File: config.mk
export PLATFORM = sky130hd
export DESIGN_NAME = pipe_skid_stage
export DESIGN_NICKNAME = d
export VERILOG_FILES = /design/src/rtl/pipe_pkg.sv /design/src/rtl/pipe_skid_slot.sv /design/src/rtl/pipe_skid_stage.sv
export SDC_FILE = /design/constraint.sdc
export NUM_CORES = 1
export LEC_CHECK = 0
export BUFFER_PORTS_ARGS = -buffer_cell sky130_fd_sc_hd__buf_2
export CAP_MARGIN = 20
export CORE_UTILIZATION = 50
export DETAILED_ROUTE_END_ITERATION = 12
export PLACE_DENSITY = 0.83
export SLEW_MARGIN = 30
export SYNTH_ARGS = -nofsm -noshare
export SYNTH_HDL_FRONTEND = slang
export SYNTH_SLANG_ARGS = --single-unit
File: constraint.sdc
create_clock -name clk_i -period 4.1 [get_ports clk_i]
set_input_delay 0.205 -clock clk_i [delete_from_list [all_inputs] [get_ports clk_i]]
set_output_delay 0.205 -clock clk_i [all_outputs]
set_load 0.005 [all_outputs]
File: src/rtl/pipe_pkg.sv
// Shared definitions for the flow-controlled pipeline stage registers:
// occupancy state encoding, per-stage bundle widths and the NOP control word.
package pipe_pkg;

   typedef enum logic [1:0] {
      ST_EMPTY = 2'd0,
      ST_ONE   = 2'd1,
      ST_TWO   = 2'd2
   } state_t;

   localparam int ID_EX_CTRL_W  = 8;
   localparam int ID_EX_DATA_W  = 111;
   localparam int EX_MEM_CTRL_W = 4;
   localparam int EX_MEM_DATA_W = 69;
   localparam int MEM_WB_CTRL_W = 2;
   localparam int MEM_WB_DATA_W = 69;

   // No register write, no memory access.
   localparam logic [ID_EX_CTRL_W-1:0] NOP_CTRL = '0;

endpackage

File: src/rtl/pipe_skid_slot.sv
// One valid+payload register. Load wins over clear; clear drops only the
// valid bit so the payload keeps its last value.
module pipe_skid_slot #(
   parameter int W = 8
) (
   input  logic         clk_i,
   input  logic         rst_n_i,
   input  logic         load,
   input  logic         clear,
   input  logic [W-1:0] din,
   output logic         valid,
   output logic [W-1:0] q
);

   always_ff @(posedge clk_i or negedge rst_n_i) begin
      if (!rst_n_i) begin
         valid <= 1'b0;
         q     <= '0;
      end else if (load) begin
         valid <= 1'b1;
         q     <= din;
      end else if (clear) begin
         valid <= 1'b0;
      end
   end

endmodule

File: src/rtl/pipe_skid_stage.sv
// Pipeline stage register with valid/ready handshake, two-entry skid buffer
// (registered ready_o), flush with bubble insertion and async reset.
module pipe_skid_stage
   import pipe_pkg::*;
#(
   parameter int                CTRL_W      = ID_EX_CTRL_W,
   parameter int                DATA_W      = ID_EX_DATA_W,
   parameter logic [CTRL_W-1:0] BUBBLE_CTRL = {CTRL_W{1'b0}}
) (
   input  logic              clk_i,
   input  logic              rst_n_i,
   input  logic              valid_i,
   output logic              ready_o,
   input  logic [CTRL_W-1:0] ctrl_i,
   input  logic [DATA_W-1:0] data_i,
   input  logic              flush_i,
   output logic              valid_o,
   input  logic              ready_i,
   output logic [CTRL_W-1:0] ctrl_o,
   output logic [DATA_W-1:0] data_o,
   output logic [1:0]        occ_o
);

   localparam int PW = CTRL_W + DATA_W;

   state_t state_reg, state_next;

   logic          main_load, main_clear, main_sel_skid;
   logic          skid_load, skid_clear;
   logic          main_valid, skid_valid;
   logic [PW-1:0] in_word, main_din, main_q, skid_q;
   logic          accept, release_w;

   assign in_word   = {ctrl_i, data_i};
   assign accept    = valid_i & ready_o;
   assign release_w = main_valid & ready_i;
   assign main_din  = main_sel_skid ? skid_q : in_word;

   always_ff @(posedge clk_i or negedge rst_n_i) begin
      if (!rst_n_i) state_reg <= ST_EMPTY;
      else          state_reg <= state_next;
   end

   always_comb begin
      state_next    = state_reg;
      main_load     = 1'b0;
      main_clear    = 1'b0;
      main_sel_skid = 1'b0;
      skid_load     = 1'b0;
      skid_clear    = 1'b0;
      if (flush_i) begin
         // Any release this cycle has already been seen downstream.
         state_next = ST_EMPTY;
         main_clear = 1'b1;
         skid_clear = 1'b1;
      end else begin
         case (state_reg)
            ST_EMPTY: begin
               if (accept) begin
                  main_load  = 1'b1;
                  state_next = ST_ONE;
               end
            end
            ST_ONE: begin
               if (accept && release_w) begin
                  main_load = 1'b1;
               end else if (accept) begin
                  skid_load  = 1'b1;
                  state_next = ST_TWO;
               end else if (release_w) begin
                  main_clear = 1'b1;
                  state_next = ST_EMPTY;
               end
            end
            ST_TWO: begin
               if (release_w) begin
                  main_load     = 1'b1;
                  main_sel_skid = 1'b1;
                  skid_clear    = 1'b1;
                  state_next    = ST_ONE;
               end
            end
            default: begin
               state_next = ST_EMPTY;
               main_clear = 1'b1;
               skid_clear = 1'b1;
            end
         endcase
      end
   end

   pipe_skid_slot #(.W(PW)) u_main (
      .clk_i   (clk_i),
      .rst_n_i (rst_n_i),
      .load    (main_load),
      .clear   (main_clear),
      .din     (main_din),
      .valid   (main_valid),
      .q       (main_q)
   );

   pipe_skid_slot #(.W(PW)) u_skid (
      .clk_i   (clk_i),
      .rst_n_i (rst_n_i),
      .load    (skid_load),
      .clear   (skid_clear),
      .din     (in_word),
      .valid   (skid_valid),
      .q       (skid_q)
   );

   assign ready_o = ~skid_valid;
   assign valid_o = main_valid;
   assign ctrl_o  = main_valid ? main_q[PW-1:DATA_W] : BUBBLE_CTRL;
   assign data_o  = main_q[DATA_W-1:0];
   assign occ_o   = {1'b0, main_valid} + {1'b0, skid_valid};

endmodule

# Word level (Yosys, flattened, before mapping)

Cells that the tools add are included.

Register bits after elaboration: 242
RAM bits: 0
Output and inout port bits: 123
Memory bits (read-only): 0
Memories kept: 0
Latch bits: 0
Bits of input ports: 124

Reductions and logical operators: 7
Equal/unequal tests: 6
Mux-type cells: 29
Multiply operators: 0
Shift operators: 0
Magnitude comparators: 0
Div/mod/pow operators: 0
$add $sub $neg: 1
Bitwise operators: 3

Operators with widths:

| kind                                                                   | number |
|---|---|
| 119-bit two-way mux                                                    | 1 |
| 1-bit two-way mux                                                      | 17 |
| 2-bit two-way mux                                                      | 6 |
| 3-bit != test (second input constant)                                  | 3 |
| 8-bit two-way mux                                                      | 1 |
| 2-bit case mux with 3 select lines                                     | 1 |
| 4-bit != test (second input constant)                                  | 1 |
| 1-bit case mux with 2 select lines                                     | 2 |
| 4-bit AND reduction                                                    | 1 |
| 2-bit nonzero test                                                     | 2 |
| 2-bit OR reduction                                                     | 2 |
| 1-bit case mux with 3 select lines                                     | 1 |
| 1-bit by 1-bit adder with 2-bit output                                 | 1 |
| 1-bit AND                                                              | 2 |
| 2-bit by 1-bit equality test with 1-bit output (second input constant) | 1 |
| 2-bit equality test (second input constant)                            | 1 |
| 2-bit logical NOT                                                      | 1 |
| 1-bit logical AND                                                      | 1 |
| 1-bit inverter                                                         | 1 |

# Logic depth before layout (Yosys ltp)

Gate-level depths: netlist of the first run.

Word-level depth: 8
Gate-level depth with buffers: 6

# By module

A second synthesis of the first run with hierarchy kept.

Cells, all modules: 676
Area total of the unflattened synthesis: 10711.5 µm²

By module, submodules not included:

| module          | times used | area an instance (µm²) | cells an instance | seq. area each (µm²) |
|---|---|---|---|---|
| pipe_skid_slot  | 2          | 4488.1                 | 254               | 3002.9 |
| pipe_skid_stage | 1          | 1735.4                 | 168               | 50.0 |

# Worst setup path before layout of the first run

No wires, ideal clock.

Path type: register -> register
From: register state_reg[0]
To: register u_main.q[39]
Data arrival time: 1.744 ns
Cell stages (with the launch flop): 7
Library setup time: 0.125 ns
Data required time: 3.975 ns
Slack: 2.230 ns
Period minus slack after synthesis: 1.870 ns
Cell sequence: dfrtp_1 clkbuf_2 nor4b_4 buf_4 buf_2 mux2_2 mux2_4

Word-level cells in the longest chain between the ends: 4
Elaborated cells between the ends (all ways): 8

Ends and longest elaborated chain:

| item                   | RTL line              | RTL |
|---|---|---|
| from (decl)            | pipe_skid_stage.sv:26 | `state_t state_reg, state_next;` |
| from (signal assigned) | pipe_skid_stage.sv:41 | `else state_reg <= state_next;` |
| 2-bit equality test    | pipe_skid_stage.sv:57 | `case (state_reg)` |
| 1-bit two-way mux      | pipe_skid_stage.sv:57 |  |
| 1-bit two-way mux      | pipe_skid_stage.sv:51 | `if (flush_i) begin` |
| 119-bit two-way mux    | pipe_skid_stage.sv:37 | `assign main_din = main_sel_skid ? skid_q : in_word;` |
| to (signal assigned)   | pipe_skid_slot.sv:21  | `q <= din;` |
| to (decl)              | pipe_skid_slot.sv:12  | `output logic [W-1:0] q` |

Parallel ways exist; a longest one is shown, timed or not.
A chain may end at the register's enable or synchronous reset.

# Worst setup path in the final report of the first run

From: register u_main.valid
To: register u_main.q[73]

Word-level cells in the longest chain between the ends: 5
Elaborated cells between the ends (all ways): 9

Ends and longest elaborated chain:

| item                                                                    | RTL line                                     | RTL |
|---|---|---|
| from (decl)                                                             | pipe_skid_slot.sv:11                         | `output logic valid,` |
| from (signal assigned)                                                  | pipe_skid_slot.sv:17                         | `valid <= 1'b0;` |
| from (signal assigned)                                                  | pipe_skid_slot.sv:20                         | `valid <= 1'b1;` |
| from (signal assigned)                                                  | pipe_skid_slot.sv:23                         | `valid <= 1'b0;` |
| 1-bit AND (*)                                                           | pipe_skid_stage.sv:36                        | `assign release_w = main_valid & ready_i;` |
| 1-bit logical AND or 1-bit two-way mux (tied branches)                  | pipe_skid_stage.sv:65, pipe_skid_stage.sv:76 |  |
| 1-bit two-way mux, on equally long branches                             | pipe_skid_stage.sv:65, pipe_skid_stage.sv:57 |  |
| 1-bit case mux with 3 select lines or 1-bit two-way mux (tied branches) | pipe_skid_stage.sv:57, pipe_skid_stage.sv:51 |  |
| 1-bit two-way mux or 119-bit two-way mux (tied branches)                | pipe_skid_stage.sv:51, pipe_skid_stage.sv:37 |  |

Every way passes the cells marked *; elsewhere a longest branch is shown, timed or not.

==> impl_results.md, run 1 <==
* Max-slew violations at 0
* Largest net degree at the start of global routing at 114
* Global-route wire length before repair at 39.1 mm
* Area Overhead vs Synth at 21.5%
* Clock Latency Late Sink at 0.52 ns
* Vias in the first global route at 7560
* Die Y at 157 um
* Worst EP arrival at 2.87 ns
* Final hold vios at 0
* Met2 Routed Length at 12.1 mm
* Final setup viols at 0
* Seq/Total Area, Yosys at 50.5%
* CTS buffer count at 26
* Clk pwr share at 27.3%
* Vias at 6871
* Top_reg_cell synth: dfrtp_1
* Power Total at 9050 uW
* Setup Buffers After CTS at 0
* Core Util, Final at 62.2%
* Finished Layout Cells at 1377
* Num Clock Sinks at 242
* Design Area, Final at 14600 um^2
* Worst EP required at 4.50 ns
* Fin crit share at 60.4%
* Post-Route M1 WL at 10.5 mm
* EDFF count, synth at 0
* Final min period at 2.47 ns
* PwrDens at 620 nW/um^2
* Post-DR wirelength/cell at 17.9 um
* Crit-path slowest cell: dfrtp_1
* Sequential share of power at 45.4%
* Cell variety after synth at 32
* Top Ports at 247
* Core box area at 23500 um^2
* Critical path cell sequence: nand2_2 -> nor4b_4 -> buf_12 -> mux2_2 -> mux2_1
* Number of I/O port buffers at 246
* Initial DRC Count at 330
* Final TNS setup at 0 ns
* Synth async-reset ratio at 100%
* Clk buf depth at 3
* Area taken by multi-input logic gates at 4660 um^2
* Antenna violations before repair at 0
* Layout cells sized above 1 at 60.4%
* Worst IR Drop VDD at 0.000390 V
* Synthesized area at 12000 um^2
* Placed Instance Area at 12500 um^2
* Synth Register Bits at 242
* CTS tree: yes
* Max-cap violations at 0
* Aggregate routed wire length at 24.6 mm
* ANT cells at 0
* Slew margin rel. at 36.5%
* Die Span X at 157 um
* YS warnings at 0
* Worst Hold Path Cells at 5
* DP Cell Count at 1207
* Logic gate share of total power at 27.3%
* H-tree levels at 1
* # rows at 56
* Status: complete, no violations
* R2R depth at 5
* Worst-path clk slew at 0.06 ns
* Crit path capture type: flop
* Routed Antenna Nets at 0
* CTS root buf: clkbuf_16
* Max FO, Critical Path at 93
* Min-delay worst type: in -> reg
* DPL Wire Length at 14.0 mm
* Crit path largest cell delay at 0.61 ns
* Sw Pwr at 2420 uW
* Setup Crit Path Kind: reg -> reg
* Layout Skew at 0.0107 ns
* Gpl congestion at 0.706
* Top layer in use: met4
* LEAKAGE at 0.00666 uW
* Mean Syn Cell Area at 15.3 um^2
* DRC viols at 0
* Worst-Margin Slew at 0.953 ns
* Total GRT Usage at 19.9%
* DR WL met3 at 1.46 mm
* Initial Util at 51.1%
* Cell count after synthesis at 785
* Register Area at 6060 um^2
* F_max at 404 MHz
* CP startpoint kind: flop
* DR pass1 iterations at 4
* Nets at 1163
* Int Power at 6630 uW
* Routed vias/inst at 4.99
* Die area at 24600 um^2
* Switching Share at 26.8%
* Fillers at 1682
* RSZ-0062 raised after global routing: no
* Remaining Overflow, GRT at 0
* Syn nets at 910
-- cell type report --
type | count | share of cell area [%]
clock inverters | 12 | 0.943
multi-input cells | 390 | 31.9
clock buffers | 36 | 5.34
flip-flops and latches | 242 | 41.5
inverters | 1 | 0.0257
well taps | 319 | 2.74
repair buffers | 377 | 17.5
-- metrics by stage --
step           setup slack (ns)  hold slack, ns
2_1_floorplan              2.23         -0.0906
3_3_place_gp               1.70           0.262
3_5_place_dp               1.64           0.255
4_1_cts                    1.62           0.113
5_1_grt                    1.48           0.176
6_report                   1.63           0.142
-- layer usage --
layer	vias to the layer above	global-route usage [%]
li1	3156	-
met1	3498	24.6
met2	180	34.9
met3	37	4.79
met4	0	5.00
met5	-	0
-- kinds of logic after synthesis --
| group | share of synthesized area (%) |
|---|---|
| compound gates | 0.553 |
| fa+ha+maj | 0.104 |
| buf+inv | 10.9 |
| flops | 50.5 |
| mux | 36.7 |
| simple gates | 1.32 |
-- what timing repair did --
action,in CTS,in global routing
hold buffers,122,0
resized for setup,0,0
endpoints found under the hold margin,208,0
-- synthesized netlist by cell type (2+ instances only) --
cell / number / area (um^2)
dfrtp_1: 242 / 6060
mux2_2: 231 / 2600
buf_4: 116 / 871
mux2_4: 100 / 1500
mux2_1: 26 / 293
buf_6: 12 / 135
buf_12: 11 / 220
buf_2: 10 / 50.1
and2_1: 8 / 50.1
nor2_1: 3 / 11.3
a21oi_1: 2 / 10.0
nand3_1: 2 / 10.0
nand3b_1: 2 / 15.0
o21bai_1: 2 / 15.0
-- cells in the final DEF, fill, tap and decap left out, drive strengths merged --
cell type / netlist / final
mux2: 357 / 357
buf: 150 / 255
dfrtp: 242 / 242
dlygate4sd3: 0 / 122
clkbuf: 2 / 36
and2: 8 / 8
clkinv: 0 / 8
bufinv: 0 / 3
nor2: 3 / 3
o21bai: 3 / 3
a21oi: 3 / 3
nand3: 2 / 2
nand3b: 2 / 2
nand2: 2 / 2
and3: 2 / 2
inv: 1 / 1
nor4b: 1 / 1
nor3b: 1 / 1
nand2b: 1 / 1
mux2i: 1 / 1
a211oi: 1 / 1
a31oi: 1 / 1
o21a: 1 / 1
ha: 1 / 1
clkinvlp: 0 / 1
-- path summary, 6_finish.rpt --
path                              start           end  slack (ns)
min                             valid_i  u_main.valid        0.14
min in group asynchronous       rst_n_i  u_main.q[67]        0.29
max                        u_main.valid  u_main.q[73]        1.63
max reg2reg                u_main.valid  u_main.q[73]        1.63
max in group asynchronous       rst_n_i  u_main.q[97]        2.76
min reg2reg                u_main.q[74]  u_main.q[74]        0.48
-- critical path, delay by kind of cell, from the launching register on --
family / cells / cell delay, ns
buffers and inverters: 1 / 0.49
flip-flops: 1 / 0.61
multiplexers: 2 / 0.70
AND/OR/NAND/NOR: 2 / 0.51
-- power by group through the flow --
stage / logic [uW] / registers, uW / clock network (uW)
after floorplan: 2280 / 3910 / 0
after global placement: 2280 / 4030 / 0
after detailed placement: 2380 / 4100 / 0
after CTS: 2480 / 4080 / 2520
after global routing: 2680 / 4240 / 2610
final: 2470 / 4110 / 2470
No activity file was read; power rests on OpenSTA's default activity.
==> inputs of run 2 (changes only) <==
==> constraint.sdc (replaced) <==
create_clock -name clk_i -period 2.4 [get_ports clk_i]
set_input_delay 0.12 -clock clk_i [delete_from_list [all_inputs] [get_ports clk_i]]
set_output_delay 0.12 -clock clk_i [all_outputs]
set_load 0.005 [all_outputs]
==> run 2 against run 1 <==
Combinational power grew 73%. Via count increased by 1.4%. Register-to-register slack worse by 1.4 ns. Fmax grew 16%. First-iteration DRC count fell by 22%. Count of clock-buffer cells in the layout increased by 2. Non-clock buffer count rose by 15. Sequential power rose by 71%. Cell area increased by 1.7%. Worst setup slack worse by 1.4 ns. Critical endpoint is now u_main.q[44]. Largest power group unchanged. Highest routed layer unchanged.
==> impl_results.md, run 2 (synthesized netlist as in run 1, its figures left out) <==
* Crit path largest cell delay at 0.48 ns (was 0.61 ns)
* Worst EP required at 2.79 ns (was 4.50 ns)
* Crit-path slowest cell: dfrtp_1 (unchanged)
* Die Span X at 157 um (unchanged)
* F_max at 469 MHz (was 404 MHz)
* Power Total at 15500 uW (was 9050 uW)
* Design Area, Final at 14800 um^2 (was 14600 um^2)
* CTS buffer count at 27 (was 26)
* Worst IR Drop VDD at 0.000716 V (was 0.000390 V)
* Final TNS setup at 0 ns (unchanged)
* Routed vias/inst at 5.00 (was 4.99)
* Sequential share of power at 45.5% (was 45.4%)
* Most frequent cells in the layout: 245 x buf_2, 242 x dfrtp_1, 231 x mux2_2 (unchanged)
* PostCTS Resize Cnt at 0 (unchanged)
* Register Area at 6060 um^2 (unchanged)
* Slew margin rel. at 67.0% (was 36.5%)
* Clock Latency Late Sink at 0.53 ns (was 0.52 ns)
* Nets at 1179 (was 1163)
* Global-route wire length before repair at 39.9 mm (was 39.1 mm)
* Area Overhead vs Synth at 23.6% (was 21.5%)
* Setup slack, reg-to-reg at 0.27 ns (was 1.63 ns)
* Vias in the first global route at 7765 (was 7560)
* Top Ports at 247 (unchanged)
* Fin crit share at 88.8% (was 60.4%)
* Int Power at 11300 uW (was 6630 uW)
* Max FO, Critical Path at 19 (was 93)
* Area taken by multi-input logic gates at 4660 um^2 (unchanged)
* Largest net degree at the start of global routing at 65 (was 114)
* Final min period at 2.13 ns (was 2.47 ns)
* Final hold vios at 0 (unchanged)
* Clk buf depth at 3 (unchanged)
* Status: complete, no violations (unchanged)
* Layout Skew at 0.0290 ns (was 0.0107 ns)
* RSZ-0062 raised after global routing: no (unchanged)
* Placed Instance Area at 12700 um^2 (was 12500 um^2)
* Gpl congestion at 0.722 (was 0.706)
* Num Clock Sinks at 242 (unchanged)
* Die area at 24600 um^2 (unchanged)
* DPL Wire Length at 15.1 mm (was 14.0 mm)
* Initial Util at 51.1% (unchanged)
* CTS tree: yes (unchanged)
* Max-slew violations at 0 (unchanged)
* Min-delay worst type: in -> reg (unchanged)
* Routed Antenna Nets at 0 (unchanged)
* CP startpoint kind: flop (unchanged)
* Critical path cell sequence: nor4b_4 -> buf_4 -> buf_12 -> mux2_2 -> mux2_4 (was nand2_2 -> nor4b_4 -> buf_12 -> mux2_2 -> mux2_1)
* Setup Crit Path Kind: reg -> reg (unchanged)
* LEAKAGE at 0.00676 uW (was 0.00666 uW)
* Initial DRC Count at 256 (was 330)
* Post-DR wirelength/cell at 17.9 um (about the same)
* CTS root buf: clkbuf_16 (unchanged)
* DR pass1 iterations at 4 (unchanged)
* Max-cap violations at 0 (unchanged)
* Worst EP arrival at 2.53 ns (was 2.87 ns)
* Core box area at 23500 um^2 (unchanged)
* Fillers at 1625 (was 1682)
* Remaining Overflow, GRT at 0 (unchanged)
* Layout cells sized above 1 at 60.7% (was 60.4%)
* Aggregate routed wire length at 24.9 mm (was 24.6 mm)
* Antenna violations before repair at 1 (was 0)
* Sw Pwr at 4170 uW (was 2420 uW)
* # rows at 56 (unchanged)
* Number of I/O port buffers at 246 (unchanged)
* H-tree levels at 1 (unchanged)
* Final setup viols at 0 (unchanged)
* Commonest non-fill, non-tap cell in the layout: buf_2 (unchanged)
* PwrDens at 1040 nW/um^2 (was 620 nW/um^2)
* Total GRT Usage at 20.3% (was 19.9%)
* Worst-Margin Slew at 0.495 ns (was 0.953 ns)
* Worst-path clk slew at 0.06 ns (about the same)
* Clk pwr share at 26.8% (was 27.3%)
* Logic gate share of total power at 27.7% (was 27.3%)
* Die Y at 157 um (unchanged)
* Switching Share at 27.0% (was 26.8%)
* Vias at 6967 (was 6871)
* DRC viols at 0 (unchanged)
* Crit path capture type: flop (unchanged)
run 2: cell types whose count changed in the layout (fill, tap and decap cells not counted):
cell	change
buf_12	+11
buf_4	+3
clkinv_2	-3
clkbuf_1	+2
bufinv_16	-1
clkinv_4	+1
clkinvlp_4	+1
diode_2	+1
dlygate4sd3_1	+1
inv_6	+1
run 2: layout make-up:
cell class | count | area share [%]
clock inverters | 11 | 0.793
clock buffers | 38 | 5.31
flip-flops and latches | 242 | 40.8
well taps | 319 | 2.69
multi-input cells | 390 | 31.4
diodes | 1 | 0.0169
repair buffers | 392 | 18.9
inverters | 1 | 0.0253
run 2: final timing paths:
kind	from	endpoint	cells past startpoint
max in group asynchronous	rst_n_i	u_skid.q[77]	3
min reg2reg	u_main.q[70]	u_main.q[70]	1
min in group asynchronous	rst_n_i	u_skid.q[70]	2
min	valid_i	u_skid.valid	4
max	state_reg[0]	u_main.q[44]	5
max reg2reg	state_reg[0]	u_main.q[44]	5
run 2: what timing repair did:
action	CTS	global route
hold buffers	123	0
endpoints found under the hold margin	394	0
setup buffers	0	0
run 2: through the flow:
stage / worst slack, ns / hold WS [ns] / utilization (%) / cells
finish: 0.269 / 0.0385 / 63.2 / 1394
global route: 0.195 / 0.0820 / 63.2 / 1394
CTS: 0.262 / 0.0171 / 63.2 / 1393
detailed placement: 0.298 / 0.106 / 54.1 / 1221
global placement: 0.344 / 0.102 / 54.1 / 1221
floorplan: 0.530 / -0.176 / - / 785
run 2: power groups by stage:
stage	clock, uW	sequential [uW]	combinational, uW
2_1_floorplan	0	6680	3890
3_3_place_gp	0	6880	3970
3_5_place_dp	0	6990	4130
4_1_cts	4250	6980	4300
5_1_grt	4410	7240	4640
6_report	4150	7030	4280
run 2: routing by layer:
| metal | vias up | global-route usage, % | wire length (um) |
|---|---|---|---|
| met1 | 3535 | 24.9 | 10700 |
| met3 | 45 | 4.41 | 1350 |
| met4 | 0 | 5.88 | 616 |
| li1 | 3191 | - | - |
| met2 | 196 | 35.9 | 12300 |
| met5 | - | 0 | 0 |
run 2: worst max-delay path, delay by kind of cell (launching register included):
family | cells | cell delay (ns)
muxes | 2 | 0.64
buffers and inverters | 2 | 0.47
and+or+nand+nor | 1 | 0.39
DFF | 1 | 0.48
==> inputs of run 3 (changes only) <==
--- a/config.mk
+++ b/config.mk
@@ -9,6 +9,7 @@
 export CAP_MARGIN = 20
 export CORE_UTILIZATION = 50
 export DETAILED_ROUTE_END_ITERATION = 12
+export HOLD_SLACK_MARGIN = 0.08
 export PLACE_DENSITY = 0.83
 export SLEW_MARGIN = 30
 export SYNTH_ARGS = -nofsm -noshare
==> constraint.sdc (replaced) <==
create_clock -name clk_i -period 2.4 [get_ports clk_i]
set_input_delay 0.12 -clock clk_i [delete_from_list [all_inputs] [get_ports clk_i]]
set_output_delay 0.12 -clock clk_i [all_outputs]
set_load 0.01 [all_outputs]
==> run 3 against run 2 <==
First-iteration DRC count rose by 2.7%. Register-to-register slack barely moved. Critical path depth did not move. Clock skew rose by 0.00058 ns. Die area did not move. Core utilization rose by 0.075 points. Flip-flop and latch count did not move. Fmax barely moved.
==> impl_results.md, run 3 (synthesized netlist as in run 1, its figures left out) <==
* Status: complete, no violations (unchanged)
* Worst Setup SP: state_reg[0] (unchanged)
* Final hold slack at 0.134 ns (was 0.0385 ns)
* CTS tree: yes (unchanged)
* Routed Antenna Nets at 0 (unchanged)
* Worst EP required at 2.80 ns (was 2.79 ns)
* Fin crit share at 88.8% (about the same)
* DR pass1 iterations at 4 (unchanged)
* CTS root buf: clkbuf_16 (unchanged)
* Routed vias/inst at 5.01 (was 5.00)
* Final setup viols at 0 (unchanged)
* Core box area at 23500 um^2 (unchanged)
* Largest net degree at the start of global routing at 65 (unchanged)
* Initial DRC Count at 263 (was 256)
* CTS buffer count at 27 (unchanged)
* Final TNS setup at 0 ns (unchanged)
* Crit-path slowest cell: dfrtp_1 (unchanged)
* Max-slew violations at 0 (unchanged)
* Critical path cell sequence: nor4b_4 -> buf_4 -> buf_12 -> mux2_2 -> mux2_1 (was nor4b_4 -> buf_4 -> buf_12 -> mux2_2 -> mux2_4)
* Number of I/O port buffers at 246 (unchanged)
* Most frequent cells in the layout: 245 x buf_2, 242 x dfrtp_1, 231 x mux2_2 (unchanged)
* Worst-path clk slew at 0.06 ns (about the same)
* ANT cells at 0 (was 1)
* Setup Crit Path Kind: reg -> reg (unchanged)
* Top Ports at 247 (unchanged)
* RSZ-0062 raised after global routing: no (unchanged)
* Layout Skew at 0.0296 ns (was 0.0290 ns)
* F_max at 469 MHz (about the same)
* LEAKAGE at 0.00677 uW (was 0.00676 uW)
* Crit path largest cell delay at 0.48 ns (about the same)
* Gpl congestion at 0.722 (unchanged)
* H-tree levels at 1 (unchanged)
* Area taken by multi-input logic gates at 4660 um^2 (unchanged)
* Min-delay worst type: in -> async (was in -> reg)
* Post-DR wirelength/cell at 17.9 um (about the same)
* Clk buf depth at 3 (unchanged)
* Aggregate routed wire length at 25.0 mm (was 24.9 mm)
* Max FO, Critical Path at 19 (unchanged)
* Register Area at 6060 um^2 (unchanged)
* Final hold vios at 0 (unchanged)
* Global-route wire length before repair at 40.0 mm (was 39.9 mm)
* Nets at 1181 (was 1179)
* PwrDens at 1070 nW/um^2 (was 1040 nW/um^2)
* # rows at 56 (unchanged)
* Remaining Overflow, GRT at 0 (unchanged)
* Die Y at 157 um (unchanged)
* # hold bufs at CTS at 125 (was 123)
* DPL Wire Length at 15.1 mm (unchanged)
* Vias in the first global route at 7790 (was 7765)
* Worst EP arrival at 2.53 ns (about the same)
* Vias at 6992 (was 6967)
* Setup Buffers After CTS at 0 (unchanged)
* Placed Instance Area at 12700 um^2 (unchanged)
* Final min period at 2.13 ns (about the same)
* DRC viols at 0 (unchanged)
* Antenna violations before repair at 0 (was 1)
* PostCTS Resize Cnt at 0 (unchanged)
* Clock Latency Late Sink at 0.54 ns (was 0.53 ns)
* Slew margin rel. at 66.9% (was 67.0%)
* Design Area, Final at 14800 um^2 (about the same)
* CP startpoint kind: flop (unchanged)
* Crit path capture type: flop (unchanged)
* Die area at 24600 um^2 (unchanged)
* Max-cap violations at 0 (unchanged)
* Area Overhead vs Synth at 23.7% (was 23.6%)
* DP Cell Count at 1221 (unchanged)
* Initial Util at 51.1% (unchanged)
* Layout cells sized above 1 at 60.6% (was 60.7%)
* Fillers at 1622 (was 1625)
* Worst-Margin Slew at 0.497 ns (was 0.495 ns)
* Die Span X at 157 um (unchanged)
* Critical R2R Launch: state_reg[0] (unchanged)
* Finished Layout Cells at 1395 (was 1394)
* Num Clock Sinks at 242 (unchanged)
* Commonest non-fill, non-tap cell in the layout: buf_2 (unchanged)
* Worst IR Drop VDD at 0.000735 V (was 0.000716 V)
* Total GRT Usage at 20.4% (was 20.3%)
-- run 3: area by class of cell --
type	count	share of cell area, %
clock buffers	38	5.30
repair buffers	394	19.0
multi-input cells	390	31.4
flip-flops and latches	242	40.8
inverters	1	0.0253
well taps	319	2.69
clock inverters	11	0.792
-- run 3: routing by layer --
layer / up-vias / GRT usage [%] / routed length, um
met5: - / 0 / 0
met4: 0 / 5.84 / 603
met3: 43 / 4.41 / 1360
met2: 190 / 36.0 / 12300
met1: 3566 / 25.0 / 10700
li1: 3193 / - / -
-- run 3: worst max-delay path: cells and delay by family (launching register included) --
kind	cells	cell delay, ns
buffers and inverters	2	0.47
flip-flops	1	0.48
multiplexers	2	0.64
AND/OR/NAND/NOR	1	0.39
-- run 3: through the flow --
stage	worst slack [ns]	util, %	total power, uW
after global placement	0.344	54.1	11200
after floorplan	0.491	-	10900
final	0.269	63.3	15800
after CTS	0.262	63.3	15900
after global routing	0.195	63.3	16600
after detailed placement	0.298	54.1	11500
-- run 3: where the power goes --
| part | switching [uW] | internal [uW] |
|---|---|---|
| Clock | 1650 | 2500 |
| Combinational | 1800 | 2840 |
| Sequential | 1060 | 5980 |
-- run 3: final timing paths --
path	end	slack, ns	cells after the start
max	u_main.q[74]	0.27	5
min	u_skid.q[70]	0.13	2
max reg2reg	u_main.q[74]	0.27	5
min reg2reg	u_main.q[69]	0.48	1
max in group asynchronous	u_skid.q[77]	1.50	3
min in group clk_i	u_skid.q[115]	0.37	3
